File: src/rtl/sha3_pkg.sv
// Shared types, constants and rate helper for the SHA3 absorb sequencer.
package sha3_pkg;

    localparam int unsigned KECCAK_ROUNDS = 24;
    localparam int unsigned STATE_BITS    = 1600;
    localparam int unsigned IDX_W         = 8;
    localparam int unsigned ROUND_W       = 5;

    typedef enum logic [1:0] {
        SHA3_224 = 2'd0,
        SHA3_256 = 2'd1,
        SHA3_384 = 2'd2,
        SHA3_512 = 2'd3
    } mode_t;

    typedef enum logic [2:0] {
        IDLE    = 3'd0,
        ABSORB  = 3'd1,
        PAD     = 3'd2,
        PERMUTE = 3'd3,
        SQUEEZE = 3'd4
    } ctrl_state_t;

    // Stream words per rate block: (1600 - 2*d) / data_width.
    function automatic logic [IDX_W-1:0] rate_words(input mode_t mode, input int unsigned data_width);
        int unsigned d;
        case (mode)
            SHA3_224: d = 224;
            SHA3_256: d = 256;
            SHA3_384: d = 384;
            default:  d = 512;
        endcase
        return IDX_W'((STATE_BITS - 2 * d) / data_width);
    endfunction

endpackage

File: src/rtl/sha3_round_cnt.sv
// Keccak round sequencer: a start pulse yields ROUNDS consecutive round_en cycles.
module sha3_round_cnt
    import sha3_pkg::*;
#(
    parameter int unsigned ROUNDS = KECCAK_ROUNDS
) (
    input  logic               clk,
    input  logic               rst_n,
    input  logic               start,
    output logic               round_en,
    output logic [ROUND_W-1:0] round_idx,
    output logic               last_round
);

    localparam logic [ROUND_W-1:0] LAST_IDX = ROUND_W'(ROUNDS - 1);

    logic               active_q, active_d;
    logic [ROUND_W-1:0] idx_q, idx_d;
    logic               last_q, last_d;

    always_comb begin
        active_d = active_q;
        idx_d    = idx_q;
        if (start) begin
            active_d = 1'b1;
            idx_d    = '0;
        end else if (active_q) begin
            if (idx_q == LAST_IDX) begin
                active_d = 1'b0;
                idx_d    = '0;
            end else begin
                idx_d = idx_q + ROUND_W'(1);
            end
        end
        // Registered look-ahead so last_round lines up with the final round cycle.
        last_d = active_d && (idx_d == LAST_IDX);
    end

    always_ff @(posedge clk or negedge rst_n) begin
        if (!rst_n) begin
            active_q <= 1'b0;
            idx_q    <= '0;
            last_q   <= 1'b0;
        end else begin
            active_q <= active_d;
            idx_q    <= idx_d;
            last_q   <= last_d;
        end
    end

    assign round_en   = active_q;
    assign round_idx  = idx_q;
    assign last_round = last_q;

endmodule

File: src/rtl/sha3_absorb_ctrl.sv
// SHA3 sponge sequencer: absorbs AXI-Stream words, pads, runs permutations, hands off digest.
// Optional SHA3_PERF_CNT_EN adds saturating perf_blocks / perf_cycles counters.
module sha3_absorb_ctrl
    import sha3_pkg::*;
#(
    parameter int unsigned DATA_WIDTH = 64,
    parameter int unsigned ROUNDS     = KECCAK_ROUNDS
) (
    input  logic               ACLK,
    input  logic               ARESETn,
    input  logic               TVALID,
    output logic               TREADY,
    input  logic               TLAST,
    input  logic [1:0]         TUSER,
    output logic               wr_en,
    output logic [IDX_W-1:0]   wr_idx,
    output logic               clr_state,
    output logic               pad_en,
    output logic [IDX_W-1:0]   pad_start,
    output logic [IDX_W-1:0]   pad_end,
    output logic               perm_start,
    output logic               round_en,
    output logic [ROUND_W-1:0] round_idx,
    output logic [1:0]         mode,
    output logic               digest_valid,
    input  logic               digest_ready
`ifdef SHA3_PERF_CNT_EN
    ,
    output logic [15:0]        perf_blocks,
    output logic [31:0]        perf_cycles
`endif
);

    ctrl_state_t      state_q, state_d;
    logic [IDX_W-1:0] cnt_q, cnt_d;
    mode_t            mode_q, mode_d;
    logic             pad_pending_q, pad_pending_d;
    logic             done_q, done_d;

    logic             tready_q, tready_d;
    logic             pad_en_q, pad_en_d;
    logic [IDX_W-1:0] pad_start_q, pad_start_d;
    logic [IDX_W-1:0] pad_end_q, pad_end_d;
    logic             perm_start_q;
    logic             digest_valid_q, digest_valid_d;

    logic             beat;
    logic [IDX_W-1:0] beat_idx;
    logic [IDX_W-1:0] rw;
    logic             last_word;
    mode_t            mode_sel;
    logic             rc_start;
    logic             rc_last;

    // Mode is taken from TUSER only on the first beat of a message.
    assign mode_sel  = (state_q == IDLE) ? mode_t'(TUSER) : mode_q;
    assign rw        = rate_words(mode_sel, DATA_WIDTH);
    assign beat      = TVALID & tready_q;
    assign beat_idx  = (state_q == ABSORB) ? cnt_q : '0;
    assign last_word = (beat_idx == rw - IDX_W'(1));

    sha3_round_cnt #(
        .ROUNDS(ROUNDS)
    ) u_round_cnt (
        .clk        (ACLK),
        .rst_n      (ARESETn),
        .start      (rc_start),
        .round_en   (round_en),
        .round_idx  (round_idx),
        .last_round (rc_last)
    );

    always_ff @(posedge ACLK or negedge ARESETn) begin
        if (!ARESETn) begin
            state_q        <= IDLE;
            cnt_q          <= '0;
            mode_q         <= SHA3_224;
            pad_pending_q  <= 1'b0;
            done_q         <= 1'b0;
            tready_q       <= 1'b0;
            pad_en_q       <= 1'b0;
            pad_start_q    <= '0;
            pad_end_q      <= '0;
            perm_start_q   <= 1'b0;
            digest_valid_q <= 1'b0;
        end else begin
            state_q        <= state_d;
            cnt_q          <= cnt_d;
            mode_q         <= mode_d;
            pad_pending_q  <= pad_pending_d;
            done_q         <= done_d;
            tready_q       <= tready_d;
            pad_en_q       <= pad_en_d;
            pad_start_q    <= pad_start_d;
            pad_end_q      <= pad_end_d;
            perm_start_q   <= rc_start;
            digest_valid_q <= digest_valid_d;
        end
    end

    always_comb begin
        state_d       = state_q;
        cnt_d         = cnt_q;
        mode_d        = mode_q;
        pad_pending_d = pad_pending_q;
        done_d        = done_q;
        case (state_q)
            IDLE, ABSORB: begin
                if (beat) begin
                    mode_d = mode_sel;
                    if (TLAST && !last_word) begin
                        state_d = PAD;
                        cnt_d   = beat_idx + IDX_W'(1);
                    end else if (last_word) begin
                        // Message ending exactly on a block boundary needs a pad-only block.
                        state_d       = PERMUTE;
                        cnt_d         = '0;
                        pad_pending_d = TLAST;
                    end else begin
                        state_d = ABSORB;
                        cnt_d   = beat_idx + IDX_W'(1);
                    end
                end
            end
            PAD: begin
                state_d = PERMUTE;
                done_d  = 1'b1;
            end
            PERMUTE: begin
                if (rc_last) begin
                    cnt_d = '0;
                    if (done_q) begin
                        state_d = SQUEEZE;
                    end else if (pad_pending_q) begin
                        state_d       = PAD;
                        pad_pending_d = 1'b0;
                    end else begin
                        state_d = ABSORB;
                    end
                end
            end
            SQUEEZE: begin
                if (digest_ready) begin
                    state_d = IDLE;
                    done_d  = 1'b0;
                    cnt_d   = '0;
                end
            end
            default: state_d = IDLE;
        endcase
    end

    // Registered outputs are decoded from the next state so they track state_q exactly.
    always_comb begin
        tready_d       = (state_d == IDLE) || (state_d == ABSORB);
        pad_en_d       = (state_d == PAD);
        pad_start_d    = '0;
        pad_end_d      = '0;
        digest_valid_d = (state_d == SQUEEZE);
        rc_start       = (state_d == PERMUTE) && (state_q != PERMUTE);
        if (pad_en_d) begin
            pad_start_d = cnt_d;
            pad_end_d   = rw - IDX_W'(1);
        end
    end

    assign TREADY       = tready_q;
    assign wr_en        = beat;
    assign wr_idx       = beat ? beat_idx : '0;
    assign clr_state    = digest_valid_q & digest_ready;
    assign pad_en       = pad_en_q;
    assign pad_start    = pad_start_q;
    assign pad_end      = pad_end_q;
    assign perm_start   = perm_start_q;
    assign mode         = mode_q;
    assign digest_valid = digest_valid_q;

`ifdef SHA3_PERF_CNT_EN
    logic [15:0] perf_blocks_q, perf_blocks_d;
    logic [31:0] perf_cycles_q, perf_cycles_d;

    // Saturating activity counters, cleared only by reset.
    always_comb begin
        perf_blocks_d = perf_blocks_q;
        perf_cycles_d = perf_cycles_q;
        if (perm_start_q && (perf_blocks_q != 16'hFFFF)) begin
            perf_blocks_d = perf_blocks_q + 16'd1;
        end
        if ((state_q != IDLE) && (perf_cycles_q != 32'hFFFF_FFFF)) begin
            perf_cycles_d = perf_cycles_q + 32'd1;
        end
    end

    always_ff @(posedge ACLK or negedge ARESETn) begin
        if (!ARESETn) begin
            perf_blocks_q <= '0;
            perf_cycles_q <= '0;
        end else begin
            perf_blocks_q <= perf_blocks_d;
            perf_cycles_q <= perf_cycles_d;
        end
    end

    assign perf_blocks = perf_blocks_q;
    assign perf_cycles = perf_cycles_q;
`endif

endmodule

File: config.mk
export PLATFORM = sky130hd
export DESIGN_NAME = sha3_absorb_ctrl
export DESIGN_NICKNAME = d
export VERILOG_FILES = /design/src/rtl/sha3_pkg.sv /design/src/rtl/sha3_round_cnt.sv /design/src/rtl/sha3_absorb_ctrl.sv
export SDC_FILE = /design/constraint.sdc
export NUM_CORES = 1
export LEC_CHECK = 0
export ABC_AREA = 0
export ABC_CLOCK_PERIOD_IN_PS = 2550
export CAP_MARGIN = 15
export CORE_MARGIN = 4
export CORE_UTILIZATION = 40
export CTS_CLUSTER_DIAMETER = 50
export CTS_CLUSTER_SIZE = 12
export DETAILED_ROUTE_END_ITERATION = 10
export GPL_ROUTABILITY_DRIVEN = 0
export PLACE_DENSITY = 0.67
export SLEW_MARGIN = 10
export SYNTH_ARGS = -nofsm -noshare
export SYNTH_HDL_FRONTEND = slang
export SYNTH_SLANG_ARGS = --single-unit
export TNS_END_PERCENT = 50
File: constraint.sdc
create_clock -name ACLK -period 2.55 [get_ports ACLK]
set_clock_uncertainty 0.15 [all_clocks]
set_input_delay 0.765 -clock ACLK [delete_from_list [all_inputs] [get_ports ACLK]]
set_output_delay 0.765 -clock ACLK [all_outputs]
set_load 0.1 [all_outputs]
==> key figures <==
Worst setup path
  – Worst setup EP type: output pin
  – Critical Path Max Stage Delay: 510 ps
  – WP data required: 1640 ps
  – Data arrival at the endpoint of the critical path: 1880 ps
  – Setup crit start kind: input pin
  – WS Path Type: in -> out
  – Crit-path max FO: 5
  – Family with the most delay on the worst path: simple AND/OR/NAND/NOR gates
  – Ordered list of cells on the worst path: buf_6, or4bb_4, nor2_4, and2_4, buf_12
  – WP buf/inv: 2
  – CP max stage cell: or4bb_4

Pwr
  – Lkg Pwr: 1.50 nW
  – Pwr Density: 941 nW/um2
  – Power Total: 3.04 mW
  – Worst VDD drop: 1010 uV

Clocking
  – Worst-path clk slew: 80 ps
  – Max clock buf depth: 2
  – Root buffer cell: clkbuf_8
  – CTS tree: yes
  – CTS H-tree lvls: 2
  – Cts bufs inserted: 5
  – Clock sink count: 41
  – Worst-Skew Late Latency: 290 ps
  – Hold buffer count at cts: 0

STA
  – Worst hold margin: 314 ps
  – Slew margin rel.: 60.4%
  – Setup TNS: -4280 ps
  – Final Max Tran Viols: 0
  – RSZ-0062 raised after global routing: yes
  – Fin crit share: 109%
  – Tmin final: 2790 ps
  – Actual slew at the worst max-slew pin: 594 ps
  – Setup slack after layout: -240 ps
  – Final Hold Viols: 0
  – # setup viols final: 41
  – FMAX: 358 MHz

Detailed routing
  – Routed wire length: 5070 um
  – Vias: 1827
  – Drt wl/cell: 13.9 um
  – Final ANT Viol Nets: 0
  – DR vias/cell: 5.02
  – Post-route DRC: 0
  – DRT Pass-1 Iters: 4
  – 1st-iter DRT viols: 74

Yosys
  – Mapped Cells: 210
  – Share of async-settable or async-resettable flops after synthesis: 100%
  – Top-count cell post-synth: dfrtp_1
  – Number of synthesized flops with an enable pin: 0
  – Synth top area cells: dfrtp_1 (49%), nand2_1 (3.8%), ha_1 (3.6%), and2_1 (3.3%), a21oi_1 (2.9%)
  – Cell taking the most area after synthesis: dfrtp_1
  – Top cells by count, synth: dfrtp_1 (41), nand2_1 (21), nor2_1 (15), inv_1 (14), a21oi_1 (12)
  – Yosys warns: 0
  – Ys flop type: dfrtp_1
  – Synthesized area: 2100 um2
  – Flops & latches, synth: 41
  – Distinct cells, synth: 52
  – Seq/Total Area, Yosys: 48.9%
  – Synth top area share: 48.9%
  – Syn Area/Cell: 10.0 um2
  – Synthesized Nets: 223

Layout
  – Non-Filler Instances: 364
  – Ratio of cells with drive above 1 in the final layout: 45.9%
  – Final #Nets: 306
  – Final instance area: 3230 um2
  – Ant. Diodes: 0
  – Layout area overhead: 53.8%
  – Final Util: 63.2%

Die
  – IO Pins: 45
  – Initial Utilization: 41.1%
  – Die area: 6470 um2
  – Height of the die: 80.5 um
  – Row count: 26
  – Core region area: 5110 um2
  – Die Wd: 80.5 um

GRT
  – Initial antenna violation count: 0
  – First-pass GRT wire length: 8770 um
  – Largest net degree at the start of global routing: 29
  – Tot GR Track Use: 17.8%
  – Total congestion overflow: 0
  – Vias in the first global route: 1897

Placement
  – Post-placement cell count: 343
  – Detail Placement HPWL: 3750 um
  – Port Buffer Count: 43
  – Post-placement setup slack: -873 ps
  – Placed cell areas: 2930 um2

Outcome
  – Status: finished, violations left
  – Failing checks: negative setup slack

Worst hold path
  – Tightest Hold Check Type: in -> async

Flow run
  – Max-cap viol count: 0
==> cell usage in the layout, fill, tap and decap left out, types with 2 or more instances in the layout <==
cell type         n
and2_4            7
xor2_2            2
buf_4            57
o21ai_0           4
nand2b_1          3
nor4_1            3
o41ai_1           2
nor2_2            2
nor3_1            7
nor2b_1           5
buf_2             2
ha_1              4
inv_2             2
nor2_4            3
clkdlybuf4s50_1   3
o211ai_1          2
dfrtp_1          38
xor2_1            3
a31oi_1           2
a21oi_1           7
buf_12           12
dfrtp_2           2
inv_1            11
nand3_1           8
nand4_1           3
buf_6            10
mux2_2            3
clkbuf_1          2
nor2_1           11
nand2_1          20
and2_1            4
nor4_4            2
a21oi_2           4
clkbuf_8          5
==> routing by layer <==
metal | wire length, um | GRT usage, % | share of wire [%]
met5 | 0 | 0 | 0
met4 | 147 | 6.76 | 2.9
met3 | 278 | 5.04 | 5.5
met2 | 2580 | 31.3 | 51
met1 | 2060 | 20.3 | 41
==> registers in the layout, indices dropped and copies added (netlist names), 2 cells and up <==
register and flops:
state_q 3, u_round_cnt.round_idx 5, pad_start 8, pad_end 7, cnt_q 8, mode 2
==> report_power, final <==
part | switching, mW | total, mW | leakage (nW) | internal, mW
clock | 0.209 | 0.401 | 0.0422 | 0.192
combinational | 1.10 | 1.74 | 0.918 | 0.640
sequential | 0.127 | 0.892 | 0.536 | 0.765
total | 1.44 | 3.04 | 1.50 | 1.60
==> path summary, 6_finish.rpt <==
check                                      from                             end  slack [ps]  cells past startpoint
max in group asynchronous               ARESETn              cnt_q[0]$_DFF_PN0_        1320                      2
hold reg to reg             mode[0]$_DFFE_PN0P_             mode[0]$_DFFE_PN0P_         360                      2
setup reg to reg           state_q[1]$_DFF_PN0_  u_round_cnt.round_en$_DFF_PN0_        -170                     11
hold / removal                          ARESETn                TREADY$_DFF_PN0_         310                      1
min in group ACLK           mode[0]$_DFFE_PN0P_             mode[0]$_DFFE_PN0P_         360                      2
setup / recovery                         TVALID                       wr_idx[5]        -240                      5
==> kinds of logic (layout without fill, tap and decap cells) <==
logic type	Yosys count	count (layout)	share of synthesized area, %
AND/OR/NAND/NOR	92	93	24.4
adder cells (fa/ha/maj)	6	6	3.58
other	1	1	0.179
AO/OA/AOI/OAI	37	37	13.3
flip-flops	41	41	48.9
multiplexers	4	4	2.09
buffers and inverters	23	106	5.12
XOR/XNOR	6	6	2.50
==> final cells by class <==
class                   count  area [um2]
flip-flops and latches     41        1030
well taps                  70        87.6
fillers                   419        1880
repair buffers             84         821
multi-input cells         147        1150
clock buffers               7        76.3
clock inverters             1        5.00
inverters                  14        55.1
==> what timing repair did <==
action                                  CTS  global route
pin swaps                                20             5
buffers inserted                          7             5
gates resized for setup                  31             5
gates cloned                              1             0
endpoints found under the setup margin   43            42
Note: power is estimated with default switching activity, not from simulation.
